<file path="src/rtl/i2s_dac_pkg.sv">
// Shared definitions for the I2S receiver / right-justified DAC formatter:
// lock-state encoding, default geometry and a counter-width helper.
package i2s_dac_pkg;

  localparam int DEF_DATA_BITS   = 24;
  localparam int DEF_SLOT_BITS   = 32;
  localparam int DEF_LOCK_FRAMES = 4;

  typedef enum logic [1:0] {
    ST_UNLOCKED = 2'd0,
    ST_ACQUIRE  = 2'd1,
    ST_LOCKED   = 2'd2
  } lock_state_e;

  // Bits needed to hold any value in 0..max_val.
  function automatic int cnt_width(input int max_val);
    return $clog2(max_val + 1);
  endfunction

endpackage

</file>
<file path="src/rtl/i2s_frame_lock.sv">
// LRCK edge detector, saturating slot counter and frame-lock state machine.
// Judges every half-frame as good (exactly SLOT_BITS long) or bad.
module i2s_frame_lock
  import i2s_dac_pkg::*;
#(
  parameter int SLOT_BITS   = DEF_SLOT_BITS,
  parameter int LOCK_FRAMES = DEF_LOCK_FRAMES,
  localparam int CW         = cnt_width(SLOT_BITS)
) (
  input  logic          clk,
  input  logic          srst,
  input  logic          lrck_in,
  output logic          lrck_dly,
  output logic          lrck_edge,
  output logic [CW-1:0] slot_cnt,
  output logic          locked,
  output logic          lose_lock
);

  localparam int GW = cnt_width(2 * LOCK_FRAMES);
  localparam logic [CW-1:0] CNT_LAST  = CW'(SLOT_BITS - 1);
  localparam logic [CW-1:0] CNT_SAT   = CW'(SLOT_BITS);
  localparam logic [GW-1:0] GOOD_LAST = GW'(2 * LOCK_FRAMES - 1);

  logic          lrck_q, lrck_d;
  logic [CW-1:0] cnt_q, cnt_d;
  lock_state_e   state_q;
  logic [GW-1:0] good_q;
  logic          locked_q;
  logic          hf_good, hf_bad;

  assign lrck_edge = lrck_in ^ lrck_q;
  assign hf_good   = lrck_edge && (cnt_q == CNT_LAST);
  // Early edges, edges after saturation and a missing edge are all bad.
  assign hf_bad    = lrck_edge ? (cnt_q != CNT_LAST) : (cnt_q == CNT_LAST);

  always_comb begin
    lrck_d = lrck_in;
    cnt_d  = cnt_q;
    if (lrck_edge) begin
      cnt_d = '0;
    end else if (cnt_q != CNT_SAT) begin
      cnt_d = cnt_q + CW'(1);
    end
  end

  always_ff @(posedge clk) begin
    if (srst) begin
      lrck_q <= 1'b0;
      cnt_q  <= '0;
    end else begin
      lrck_q <= lrck_d;
      cnt_q  <= cnt_d;
    end
  end

  always_ff @(posedge clk) begin
    if (srst) begin
      state_q  <= ST_UNLOCKED;
      good_q   <= '0;
      locked_q <= 1'b0;
    end else begin
      case (state_q)
        ST_UNLOCKED: begin
          if (lrck_edge) begin
            state_q <= ST_ACQUIRE;
            good_q  <= '0;
          end
        end
        ST_ACQUIRE: begin
          if (hf_bad) begin
            good_q <= '0;
          end else if (hf_good) begin
            if (good_q == GOOD_LAST) begin
              state_q  <= ST_LOCKED;
              good_q   <= '0;
              locked_q <= 1'b1;
            end else begin
              good_q <= good_q + GW'(1);
            end
          end
        end
        ST_LOCKED: begin
          if (hf_bad) begin
            state_q  <= ST_ACQUIRE;
            good_q   <= '0;
            locked_q <= 1'b0;
          end
        end
        default: begin
          state_q  <= ST_UNLOCKED;
          good_q   <= '0;
          locked_q <= 1'b0;
        end
      endcase
    end
  end

  assign lrck_dly  = lrck_q;
  assign slot_cnt  = cnt_q;
  assign locked    = locked_q;
  assign lose_lock = (state_q == ST_LOCKED) && hf_bad;

endmodule

</file>
<file path="src/rtl/i2s_to_pcm_rj.sv">
// I2S receiver re-serialising both channels as right-justified words that
// end exactly on a shared latch-enable rising edge, 2*SLOT_BITS+1 after load.
module i2s_to_pcm_rj
  import i2s_dac_pkg::*;
#(
  parameter int DATA_BITS   = DEF_DATA_BITS,
  parameter int SLOT_BITS   = DEF_SLOT_BITS,
  parameter int LOCK_FRAMES = DEF_LOCK_FRAMES
) (
  input  logic BCK,
  input  logic reset,
  input  logic LRCK,
  input  logic DATAIN,
  input  logic MUTE_IN,
  output logic CLKOUT,
  output logic DATAOUTL,
  output logic DATAOUTR,
  output logic LEOUT,
  output logic LOCKED
);

  localparam int CW   = cnt_width(SLOT_BITS);
  localparam int TMAX = 2 * SLOT_BITS + 1;
  localparam int TW   = cnt_width(TMAX);
  localparam logic [CW-1:0] CAP_BITS  = CW'(DATA_BITS);
  localparam logic [TW-1:0] WIN_FIRST = TW'(2 * SLOT_BITS - DATA_BITS + 1);
  localparam logic [TW-1:0] WIN_LAST  = TW'(2 * SLOT_BITS);
  localparam logic [TW-1:0] T_SAT     = TW'(TMAX);

  logic          lrck_dly, lrck_edge, lose_lock;
  logic [CW-1:0] slot_cnt;

  i2s_frame_lock #(
    .SLOT_BITS   (SLOT_BITS),
    .LOCK_FRAMES (LOCK_FRAMES)
  ) u_lock (
    .clk       (BCK),
    .srst      (reset),
    .lrck_in   (LRCK),
    .lrck_dly  (lrck_dly),
    .lrck_edge (lrck_edge),
    .slot_cnt  (slot_cnt),
    .locked    (LOCKED),
    .lose_lock (lose_lock)
  );

  logic          cap_act_q, cap_act_d;
  logic [TW-1:0] tc_q, tc_d;
  logic          out_act_q, out_act_d;
  logic          le_q, le_d;
  logic          load_f, keep_word, shift_en, win;
  logic [1:0]    dout_bus;

  assign load_f    = lrck_edge && !LRCK;
  assign keep_word = LOCKED && !MUTE_IN;
  // cap_act stops a fresh reset from capturing before the first real edge.
  assign shift_en  = cap_act_q && !lrck_edge && (slot_cnt < CAP_BITS);

  always_comb begin
    cap_act_d = cap_act_q | lrck_edge;
    tc_d      = tc_q;
    if (load_f) begin
      tc_d = TW'(1);
    end else if (tc_q != T_SAT) begin
      tc_d = tc_q + TW'(1);
    end
  end

  assign win = out_act_q && (tc_d >= WIN_FIRST) && (tc_d <= WIN_LAST);

  always_comb begin
    out_act_d = out_act_q;
    le_d      = !win;
    if (lose_lock) begin
      out_act_d = 1'b0;
      le_d      = 1'b1;
    end else if (load_f) begin
      out_act_d = LOCKED;
    end
  end

  always_ff @(posedge BCK) begin
    if (reset) begin
      cap_act_q <= 1'b0;
      tc_q      <= '0;
      out_act_q <= 1'b0;
      le_q      <= 1'b1;
    end else begin
      cap_act_q <= cap_act_d;
      tc_q      <= tc_d;
      out_act_q <= out_act_d;
      le_q      <= le_d;
    end
  end

  // Channel 0 captures while LRCK is low (left), channel 1 while high.
  for (genvar gi = 0; gi < 2; gi++) begin : g_chan
    localparam logic CH = 1'(gi);

    logic [DATA_BITS-1:0] cap_q, cap_d;
    logic [DATA_BITS-1:0] sh_q, sh_d;
    logic                 dout_q, dout_d;

    always_comb begin
      cap_d  = cap_q;
      sh_d   = sh_q;
      dout_d = 1'b0;
      if (shift_en && (lrck_dly == CH)) begin
        cap_d = {cap_q[DATA_BITS-2:0], DATAIN};
      end
      if (lose_lock) begin
        sh_d = '0;
      end else if (load_f) begin
        sh_d = keep_word ? cap_q : '0;
      end else if (win) begin
        dout_d = sh_q[DATA_BITS-1];
        sh_d   = {sh_q[DATA_BITS-2:0], 1'b0};
      end
    end

    always_ff @(posedge BCK) begin
      if (reset) begin
        cap_q  <= '0;
        sh_q   <= '0;
        dout_q <= 1'b0;
      end else begin
        cap_q  <= cap_d;
        sh_q   <= sh_d;
        dout_q <= dout_d;
      end
    end

    assign dout_bus[gi] = dout_q;
  end

  assign CLKOUT   = ~BCK;
  assign DATAOUTL = dout_bus[0];
  assign DATAOUTR = dout_bus[1];
  assign LEOUT    = le_q;

endmodule

</file>
<file path="config.mk">
export PLATFORM = sky130hd
export DESIGN_NAME = i2s_to_pcm_rj
export DESIGN_NICKNAME = d
export VERILOG_FILES = /design/src/rtl/i2s_dac_pkg.sv /design/src/rtl/i2s_frame_lock.sv /design/src/rtl/i2s_to_pcm_rj.sv
export SDC_FILE = /design/constraint.sdc
export NUM_CORES = 1
export LEC_CHECK = 0
export CORE_UTILIZATION = 30
export CTS_CLUSTER_DIAMETER = 50
export DETAILED_ROUTE_END_ITERATION = 12
export SLEW_MARGIN = 20
export SYNTH_ARGS = -nofsm -noshare
export SYNTH_HDL_FRONTEND = slang
export SYNTH_HIERARCHICAL = 1
export SYNTH_SLANG_ARGS = --single-unit
</file>
<file path="constraint.sdc">
create_clock -name BCK -period 3.65 [get_ports BCK]
set_clock_uncertainty 0.1 [all_clocks]
set_input_delay 0.73 -clock BCK [delete_from_list [all_inputs] [get_ports BCK]]
set_output_delay 0.73 -clock BCK [all_outputs]
set_load 0.05 [all_outputs]
</file>
==> results.cfg, run 1 <==
[worst_setup_path]
critical-path-top-delay-family = buffers and inverters
start_kind = clock port
required_ns = 2.82
path_common_cell = clkbuf_16
cp_num_cells = 4
arrival_ns = 2.77
critPathMaxFanout = 16
crit_path_cell_trace = clkbuf_16, clkbuf_16, inv_1, dlygate4sd2_1
critical-path-max-stage-delay_ns = 0.51
critPathKind = clk2out
r2r_cells = 8
crit_slowest_cell = dlygate4sd2_1
cp_num_buf_inv = 4
worstSetupEndpointType = output port

[routing]
drtIter0Drc = 445
wirelength_mm = 12.7
antenna_left = 0
drtPass1Iterations = 9
via_per_inst = 5.38
vias = 4710
drc_errors = 2
wl_per_cell_um = 14.5

[floorplan]
num_io_pins = 10
die_h_um = 139
initial_utilization = 0.308
chipWidth_um = 139
placeableCoreArea_sq_um = 18100
std_cell_rows = 49
dieArea_sq_um = 19200

[clocking]
htree_levels = 4
cts_buffers = 17
ctsHoldBuffers = 0
postCtsSetupBuffers = 0
cts_tree = done
cts.clk_slew.worst_paths_ns = 0.05
cts_buffer_depth = 2
clkLatencyLatePin_ns = 0.41
root_buffer = clkbuf_16

[final_layout]
final_area_sq_um = 6260
diodes = 0
area.growth.synth_to_final_pct = 11.9
regArea_sq_um = 2440
fin_util = 0.345
multi_input_comb_area_sq_um = 2700
fin_nets = 648
drive_above_1_share = 0.110
fillers = 1890

[yosys]
netlist.area_leader.share = 0.437
synth_top_flop_cell = dfxtp_1
ys_warn_count = 6
ys_ff_latch = 122
synthCells = 652
yosysSeqAreaShare = 0.437
syn_nets = 664
postSynth.asyncResetShare = 0
ys_types = 60
synthTopCellsByCount = 122 x dfxtp_1, 107 x nand2_1, 61 x a21oi_1, 46 x nor3_1, 41 x nor4_1
synth_area_sq_um = 5590
synth_edf_count = 0
avgSynthCellArea_sq_um = 8.58
synth.area.top_cells = dfxtp_1 44%, nand2_1 7.2%, a21oi_1 5.5%
yosys.cell_count.top_type = dfxtp_1
synth_area_leader_cell = dfxtp_1

[timing]
fin_hold_ws_ns = 0.353
finalSetupViolations = 0
worst_pin_slew_ns = 0.952
rsz0062_at_grt = no
fin_tns_setup_ns = 0
relSlewSlack = 0.365
hold_viol = 0
slew_viol_final = 0

[place]
io_buffers = 9
gp_congestion = 0.716
hpwl_mm = 7.20
place_area_sq_um = 5740

[worst_hold_path]
worstHoldPathCells = 2
hp-class = reg2reg

[global_routing]
antenna_found_initial = 0
grt.total_usage = 0.139
overflow = 0
grt_pass1_wl_mm = 21.7
grt_pass1_vias = 4333
grt_max_degree = 49

[pwr]
power_density_nw_per_um2 = 517
leakage_nw = 2.17
total_power_mw = 3.24
vdd_drop_max_v = 0.000283

[status]
outcome = complete, but fails checks
violations = design-rule violations

[run]
maxCapViolCount = 0
## area by class of cell
cell class	count	share of cell area
Sequential cell	122	0.390
Multi-Input combinational cell	453	0.431
Clock buffer	28	0.0833
Timing Repair Buffer	28	0.0400
Inverter	12	0.00720
Tap cell	229	0.0458
Clock inverter	3	0.00220
## worst reg2reg max path: stages, from the launching register on
cell and delay, ns:
dfxtp_1 0.37, ha_1 0.20, nand3_1 0.11, nand3b_1 0.21, ha_1 0.43, nand2b_1 0.11
nor2_1 0.13, or2_2 0.77, nor3_1 0.16
## sequential cells by signal, summed over array words and instances (netlist names)
| register | flops |
|---|---|
| cap_act_q | 1 |
| g_chan.cap_q | 48 |
| out_act_q | 1 |
| u_lock/state_q | 2 |
| u_lock/lrck_dly | 1 |
| DATAOUTR | 1 |
| u_lock/slot_cnt | 6 |
| tc_q | 7 |
| u_lock/good_q | 4 |
| LEOUT | 1 |
| u_lock/locked | 1 |
| DATAOUTL | 1 |
| g_chan.sh_q | 48 |
## cells in the final DEF (no fill, tap or decap), types with 2 or more instances in the layout
cell type and count:
a211oi_1 3, a21oi_1 61, a22o_1 30, a22o_2 10, a22oi_1 6, a31oi_1 40
and3_1 6, buf_12 2, buf_4 18, clkbuf_1 5, clkbuf_16 17, clkbuf_8 5
clkdlybuf4s50_1 7, dfxtp_1 122, ha_1 7, inv_1 13, mux2i_1 4, nand2_1 107
nand2b_1 6, nand3_1 9, nand3b_1 2, nand4_1 2, nor2_1 15, nor2_2 3
nor2b_1 2, nor2b_4 2, nor3_1 46, nor4_1 40, nor4b_1 2, o21ai_0 4
o21ai_1 2, o31ai_1 3, or3_1 3, or4_1 4, xnor2_1 4, xor2_1 5
## per-layer routing
| layer | track usage | vias up | routed length [um] |
|---|---|---|---|
| met2 | 0.217 | 87 | 5890 |
| li1 | - | 2340 | - |
| met3 | 0.0407 | 14 | 495 |
| met1 | 0.180 | 2269 | 6120 |
| met5 | 0 | - | 0 |
| met4 | 0.0526 | 0 | 162 |
## repair_timing
action / 4_1_cts / 5_1_grt
setup endpoints to repair: 1 / 0
resized for setup: 1 / 0
endpoints found under the hold margin: 0 / 0
## worst paths after layout
check / startpoint / to / slack [ns]
worst max-delay path: BCK / CLKOUT / 0.05
worst max register to register: u_lock/slot_cnt[0] / g_chan[1].sh_q[15] / 0.91
worst min register to register: g_chan[0].cap_q[23] / g_chan[0].cap_q[23] / 0.35
worst min-delay path: g_chan[0].cap_q[23] / g_chan[0].cap_q[23] / 0.35
## kinds of logic after synthesis
family                   share of synthesized area
multiplexers                               0.00716
AND/OR/NAND/NOR                              0.236
AO/OA/AOI/OAI                                0.203
XOR/XNOR                                    0.0170
buffers and inverters                       0.0852
adder cells (fa/ha/maj)                     0.0157
flip-flops                                   0.437
## stage by stage
stage          setup WS [ns]  cells
6_report              0.0495    875
3_3_place_gp           0.153    846
3_5_place_dp           0.107    846
5_1_grt              0.00950    875
2_1_floorplan          0.699    652
4_1_cts               0.0252    875
## power breakdown
part           leakage, nW  internal [mW]  switching, mW  total [mW]
combinational        0.913          0.121          0.150       0.271
sequential           0.992           1.38         0.0305        1.41
clock                0.266          0.955          0.599        1.55
total                 2.17           2.46          0.779        3.24
Note: power is estimated with default switching activity, not from simulation.
==> inputs of run 2 (changes only) <==
--- a/config.mk
+++ b/config.mk
@@ -5,9 +5,11 @@
 export SDC_FILE = /design/constraint.sdc
 export NUM_CORES = 1
 export LEC_CHECK = 0
+export ABC_AREA = 1
 export CORE_UTILIZATION = 30
 export CTS_CLUSTER_DIAMETER = 50
 export DETAILED_ROUTE_END_ITERATION = 12
+export PLACE_DENSITY = 0.49
 export SLEW_MARGIN = 20
 export SYNTH_ARGS = -nofsm -noshare
 export SYNTH_HDL_FRONTEND = slang
==> run 2 against run 1 <==
Net effect: the flow now finishes without violations; worst hold slack got worse by 0.0089 ns; area after synthesis down 1.7%; worst setup slack worse by 0.0074 ns; final cell count is 14% higher; via count is 1.5% lower; global-route usage up 0.48 points; sequential share of layout area shrank 0.88 points; routed wire length decreased by 3.7%; critical path type unchanged.
==> results.cfg, run 2 <==
[pwr]
power_density_nw_per_um2 = 543
total_power_mw = 3.48
leakage_nw = 2.53
vdd_drop_max_v = 0.000310

[worst_setup_path]
critPathMaxFanout = 16
start_kind = clock port
timing.rr.start = u_lock/lrck_dly
arrival_ns = 2.78
required_ns = 2.82
worstSetupEndpointType = output port
r2r_cells = 16
critPathKind = clk2out
r2r-end = g_chan[1].sh_q[17]
r2r_setup_slack_ns = 1.23

[global_routing]
grt_max_degree = 73
grt_pass1_vias = 4429
grt.total_usage = 0.144
antenna_found_initial = 0
grt_pass1_wl_mm = 21.2
overflow = 0

[place]
gp_congestion = 0.753
hpwl_mm = 7.43
pre_cts_slack_ns = 0.187
io_buffers = 9

[timing]
fin_tns_setup_ns = 0
fin_ws_ns = 0.0421
worst_pin_slew_ns = 0.778
slew_viol_final = 0
rsz0062_at_grt = no
relSlewSlack = 0.481
finalSetupViolations = 0
hold_viol = 0

[clocking]
postCtsSetupBuffers = 0
cts_buffers = 17
ctsHoldBuffers = 0
root_buffer = clkbuf_16
cts_tree = done
cts-resized-gates = 1
htree_levels = 4
cts_buffer_depth = 2
cts.clk_slew.worst_paths_ns = 0.05
clkLatencyLatePin_ns = 0.42

[floorplan]
initial_utilization = 0.306
chipWidth_um = 137
std_cell_rows = 49
die_h_um = 137
dieArea_sq_um = 18900
placeableCoreArea_sq_um = 18000
num_io_pins = 10

[yosys]
synthTopCellsByCount = 178 x nand2_1, 131 x nor2_1, 122 x dfxtp_1, 58 x inv_1, 51 x a21oi_1
avgSynthCellArea_sq_um = 7.28
synthCells = 756
synth_edf_count = 0
synth_area_sq_um = 5500
yosysSeqAreaShare = 0.444
netlist.area_leader.share = 0.444
synth.area.top_cells = dfxtp_1 44%, nand2_1 12%, nor2_1 8.9%
syn_nets = 768
ys_warn_count = 6
synth_top_flop_cell = dfxtp_1
postSynth.asyncResetShare = 0
yosys.cell_count.top_type = nand2_1
synth_area_leader_cell = dfxtp_1
ys_types = 34
ys_ff_latch = 122

[routing]
vias = 4637
wl_per_cell_um = 12.2
antenna_left = 0
drc_errors = 0
wirelength_mm = 12.2
drtPass1Iterations = 4
drtIter0Drc = 251
via_per_inst = 4.65

[final_layout]
final_cell_mix = 178 x nand2_1, 130 x nor2_1, 122 x dfxtp_1
reg_top3 = g_chan.cap_q (48), g_chan.sh_q (48), tc_q (7)
fillers = 1899
area.growth.synth_to_final_pct = 16.4
final_common_cell = nand2_1
fin_nets = 768
diodes = 0
drive_above_1_share = 0.116

[worst_hold_path]
min_to = DATAOUTL
worstHoldPathCells = 2
hp-class = reg2reg
min_from = g_chan[0].sh_q[23]

[status]
outcome = finished clean

[run]
maxCapViolCount = 0
==> run 2: area by class of cell <==
type	instances	area (sq um)	share of cell area
Multi-Input combinational cell	524	2600	0.405
Sequential cell	122	2440	0.381
Inverter	65	246	0.0385
Timing Repair Buffer	24	208	0.0324
Clock inverter	12	146	0.0229
Clock buffer	22	479	0.0748
Tap cell	229	287	0.0447
==> run 2: power by group <==
group	internal (mW)	total (mW)	leakage (nW)	switching, mW
Sequential	1.39	1.42	0.994	0.0319
Combinational	0.0978	0.269	1.23	0.172
Clock	1.14	1.78	0.309	0.648
==> run 2: worst max-delay path, cell delays in order <==
cell and delay, ns:
clkbuf_16 0.19, clkbuf_16 0.19, inv_1 0.04, dlygate4sd2_1 0.51
==> run 2: logic make-up (layout without fill, tap and decap cells) <==
logic type                 Yosys count  count (layout)  synth area share
AOI/OAI and AO/OA                  116             116             0.130
DFF                                122             122             0.444
buffers and inverters              110             123            0.0855
adders and majority gates            7               7            0.0159
xor gates and xnor gates             3               3           0.00478
and+or+nand+nor                    398             398             0.320
==> run 2: layer usage <==
layer | track usage | vias up | part of all wire
li1 | - | 2454 | -
met1 | 0.185 | 2145 | 0.52
met2 | 0.229 | 29 | 0.45
met3 | 0.0346 | 9 | 0.019
met4 | 0.0549 | 0 | 0.011
met5 | 0 | - | 0
==> run 2: worst max path at each step <==
stage	startpoint	endpoint	depth (start not counted)
2_1_floorplan	BCK	CLKOUT	1
3_3_place_gp	BCK	CLKOUT	2
3_5_place_dp	BCK	CLKOUT	2
4_1_cts	BCK	CLKOUT	4
5_1_grt	BCK	CLKOUT	4
6_report	BCK	CLKOUT	4
==> run 2: per-stage QoR <==
stage                     hold WS, ns  instances   util  area [sq um]
after floorplan                 0.314        756      -          5500
after global placement          0.330        966  0.322          5790
after detailed placement        0.336        966  0.322          5790
after CTS                       0.349        998  0.357          6400
after global routing            0.367        998  0.357          6400
final                           0.344        998  0.357          6400
==> inputs of run 3 (changes only) <==
--- a/config.mk
+++ b/config.mk
@@ -5,11 +5,10 @@
 export SDC_FILE = /design/constraint.sdc
 export NUM_CORES = 1
 export LEC_CHECK = 0
-export ABC_AREA = 1
-export CORE_UTILIZATION = 30
+export CORE_UTILIZATION = 47
 export CTS_CLUSTER_DIAMETER = 50
 export DETAILED_ROUTE_END_ITERATION = 12
-export PLACE_DENSITY = 0.49
+export PLACE_DENSITY = 0.68
 export SLEW_MARGIN = 20
 export SYNTH_ARGS = -nofsm -noshare
 export SYNTH_HDL_FRONTEND = slang
==> run 3 against run 2 <==
Net effect: the flow now finishes with violations (design-rule violations); sequential share of layout area up 1.1 points; worst setup slack better by 0.035 ns; sequential power about the same; global-route usage up 6.2 points; clock power about the same; register-to-register slack worse by 0.26 ns; routed wire length down 1.0%; worst hold slack better by 0.020 ns; non-clock buffer count up 3; final area down 2.8%; power down 1.3%; critical path type unchanged.
==> results.cfg, run 3 (same netlist as run 1, synthesis figures left out) <==
[worst_setup_path]
critPathMaxFanout = 16
required_ns = 2.82
worstSetupEndpointType = output port
arrival_ns = 2.74
critPathKind = clk2out
r2r_setup_slack_ns = 0.97
start_kind = clock port
cp-startpoint = BCK
timing.rr.start = u_lock/lrck_dly

[clocking]
htree_levels = 4
cts.clk_slew.worst_paths_ns = 0.05
ctsHoldBuffers = 0
cts_buffer_depth = 2
clkLatencyLatePin_ns = 0.41
cts_tree = done
root_buffer = clkbuf_16
cts_buffers = 17

[final_layout]
final_common_cell = dfxtp_1
drive_above_1_share = 0.119
diodes = 0
fin_nets = 647
area.growth.synth_to_final_pct = 11.3
reg_top3 = g_chan.cap_q (48), g_chan.sh_q (48), tc_q (7)
fillers = 1051
final_cell_mix = 122 x dfxtp_1, 107 x nand2_1, 61 x a21oi_1

[worst_hold_path]
hp-class = reg2reg
min_from = g_chan[0].cap_q[23]

[global_routing]
antenna_found_initial = 0
grt_max_degree = 81
grt_pass1_wl_mm = 20.8
overflow = 0
grt_pass1_vias = 4561
grt.total_usage = 0.206

[floorplan]
dieArea_sq_um = 12300
die_h_um = 111
num_io_pins = 10
chipWidth_um = 111
initial_utilization = 0.486
placeableCoreArea_sq_um = 11500
std_cell_rows = 39

[run]
maxCapViolCount = 0

[timing]
worst_pin_slew_ns = 0.781
slew_viol_final = 0
finalSetupViolations = 0
relSlewSlack = 0.479
hold_viol = 0
fin_tns_setup_ns = 0
rsz0062_at_grt = no

[place]
hpwl_mm = 6.91
gp_congestion = 0.736
io_buffers = 9

[pwr]
vdd_drop_max_v = 0.000459
leakage_nw = 2.21
total_power_mw = 3.43
power_density_nw_per_um2 = 551

[routing]
antenna_left = 0
wirelength_mm = 12.1
via_per_inst = 5.99
drtIter0Drc = 380
drtPass1Iterations = 8
vias = 4737
drc_errors = 3
wl_per_cell_um = 15.3

[status]
violations = design-rule violations
outcome = complete, but fails checks
-- run 3: cell count changes in the layout (fill, tap and decap cells not counted), moves of 11 or more --
cell      change
a211oi_1     -14
nand4_1      -26
nor4_1       +40
nand3_1      -11
or2_2        -12
nand2_1      -71
a22oi_1      -28
inv_1        -45
a22o_1       +30
nor3_1       +44
nor2_1      -115
a31oi_1      +40
-- run 3: layout make-up --
| type | instances | area [sq um] | share of cell area |
|---|---|---|---|
| clock inverter | 14 | 153 | 0.0245 |
| inverter | 12 | 45.0 | 0.00724 |
| timing repair buffer | 27 | 243 | 0.0390 |
| multi-input combinational | 453 | 2700 | 0.434 |
| tap | 143 | 179 | 0.0287 |
| clock buffer | 20 | 463 | 0.0744 |
| sequential | 122 | 2440 | 0.392 |
-- run 3: metrics by stage --
| step | hold WS, ns | worst slack (ns) | utilization | cell area (sq um) | instances |
|---|---|---|---|---|---|
| finish | 0.363 | 0.0775 | 0.540 | 6220 | 791 |
| global route | 0.387 | 0.0211 | 0.540 | 6220 | 791 |
| detailed placement | 0.355 | 0.0469 | 0.488 | 5620 | 759 |
| global placement | 0.351 | 0.172 | 0.488 | 5620 | 759 |
| CTS | 0.365 | 0.0297 | 0.540 | 6220 | 791 |
| floorplan | 0.334 | 0.699 | - | 5590 | 652 |
-- run 3: routing by layer --
layer  share of wire  GRT usage  vias to the layer above  wire [um]
li1                -          -                     2348          -
met1            0.47      0.258                     2248       5670
met2            0.47      0.340                      135       5650
met3           0.057     0.0569                        6        693
met4          0.0053     0.0676                        0         64
met5               0          0                        -          0
-- run 3: worst max-delay path, stage by stage --
cell and delay (ns):
clkbuf_16 0.20, clkbuf_16 0.18, inv_1 0.05, clkdlybuf4s15_1 0.48
-- run 3: worst paths after layout --
| path | end | depth (start not counted) |
|---|---|---|
| setup reg to reg | g_chan[0].sh_q[11] | 9 |
| hold reg to reg | g_chan[0].cap_q[23] | 2 |
| setup / recovery | CLKOUT | 4 |
| hold / removal | g_chan[0].cap_q[23] | 2 |
-- run 3: where the power goes --
group	leakage [nW]	internal, mW	switching [mW]
Sequential	0.992	1.38	0.0298
Clock	0.308	1.11	0.634
Combinational	0.910	0.123	0.148
Total	2.21	2.62	0.812
-- run 3: repair_timing --
| item | 4_1_cts | 5_1_grt |
|---|---|---|
| resized for setup | 1 | 1 |
| setup endpoints to repair | 1 | 1 |
| endpoints found under the hold margin | 0 | 0 |
| pin swaps | 0 | 0 |
| setup buffers | 0 | 0 |
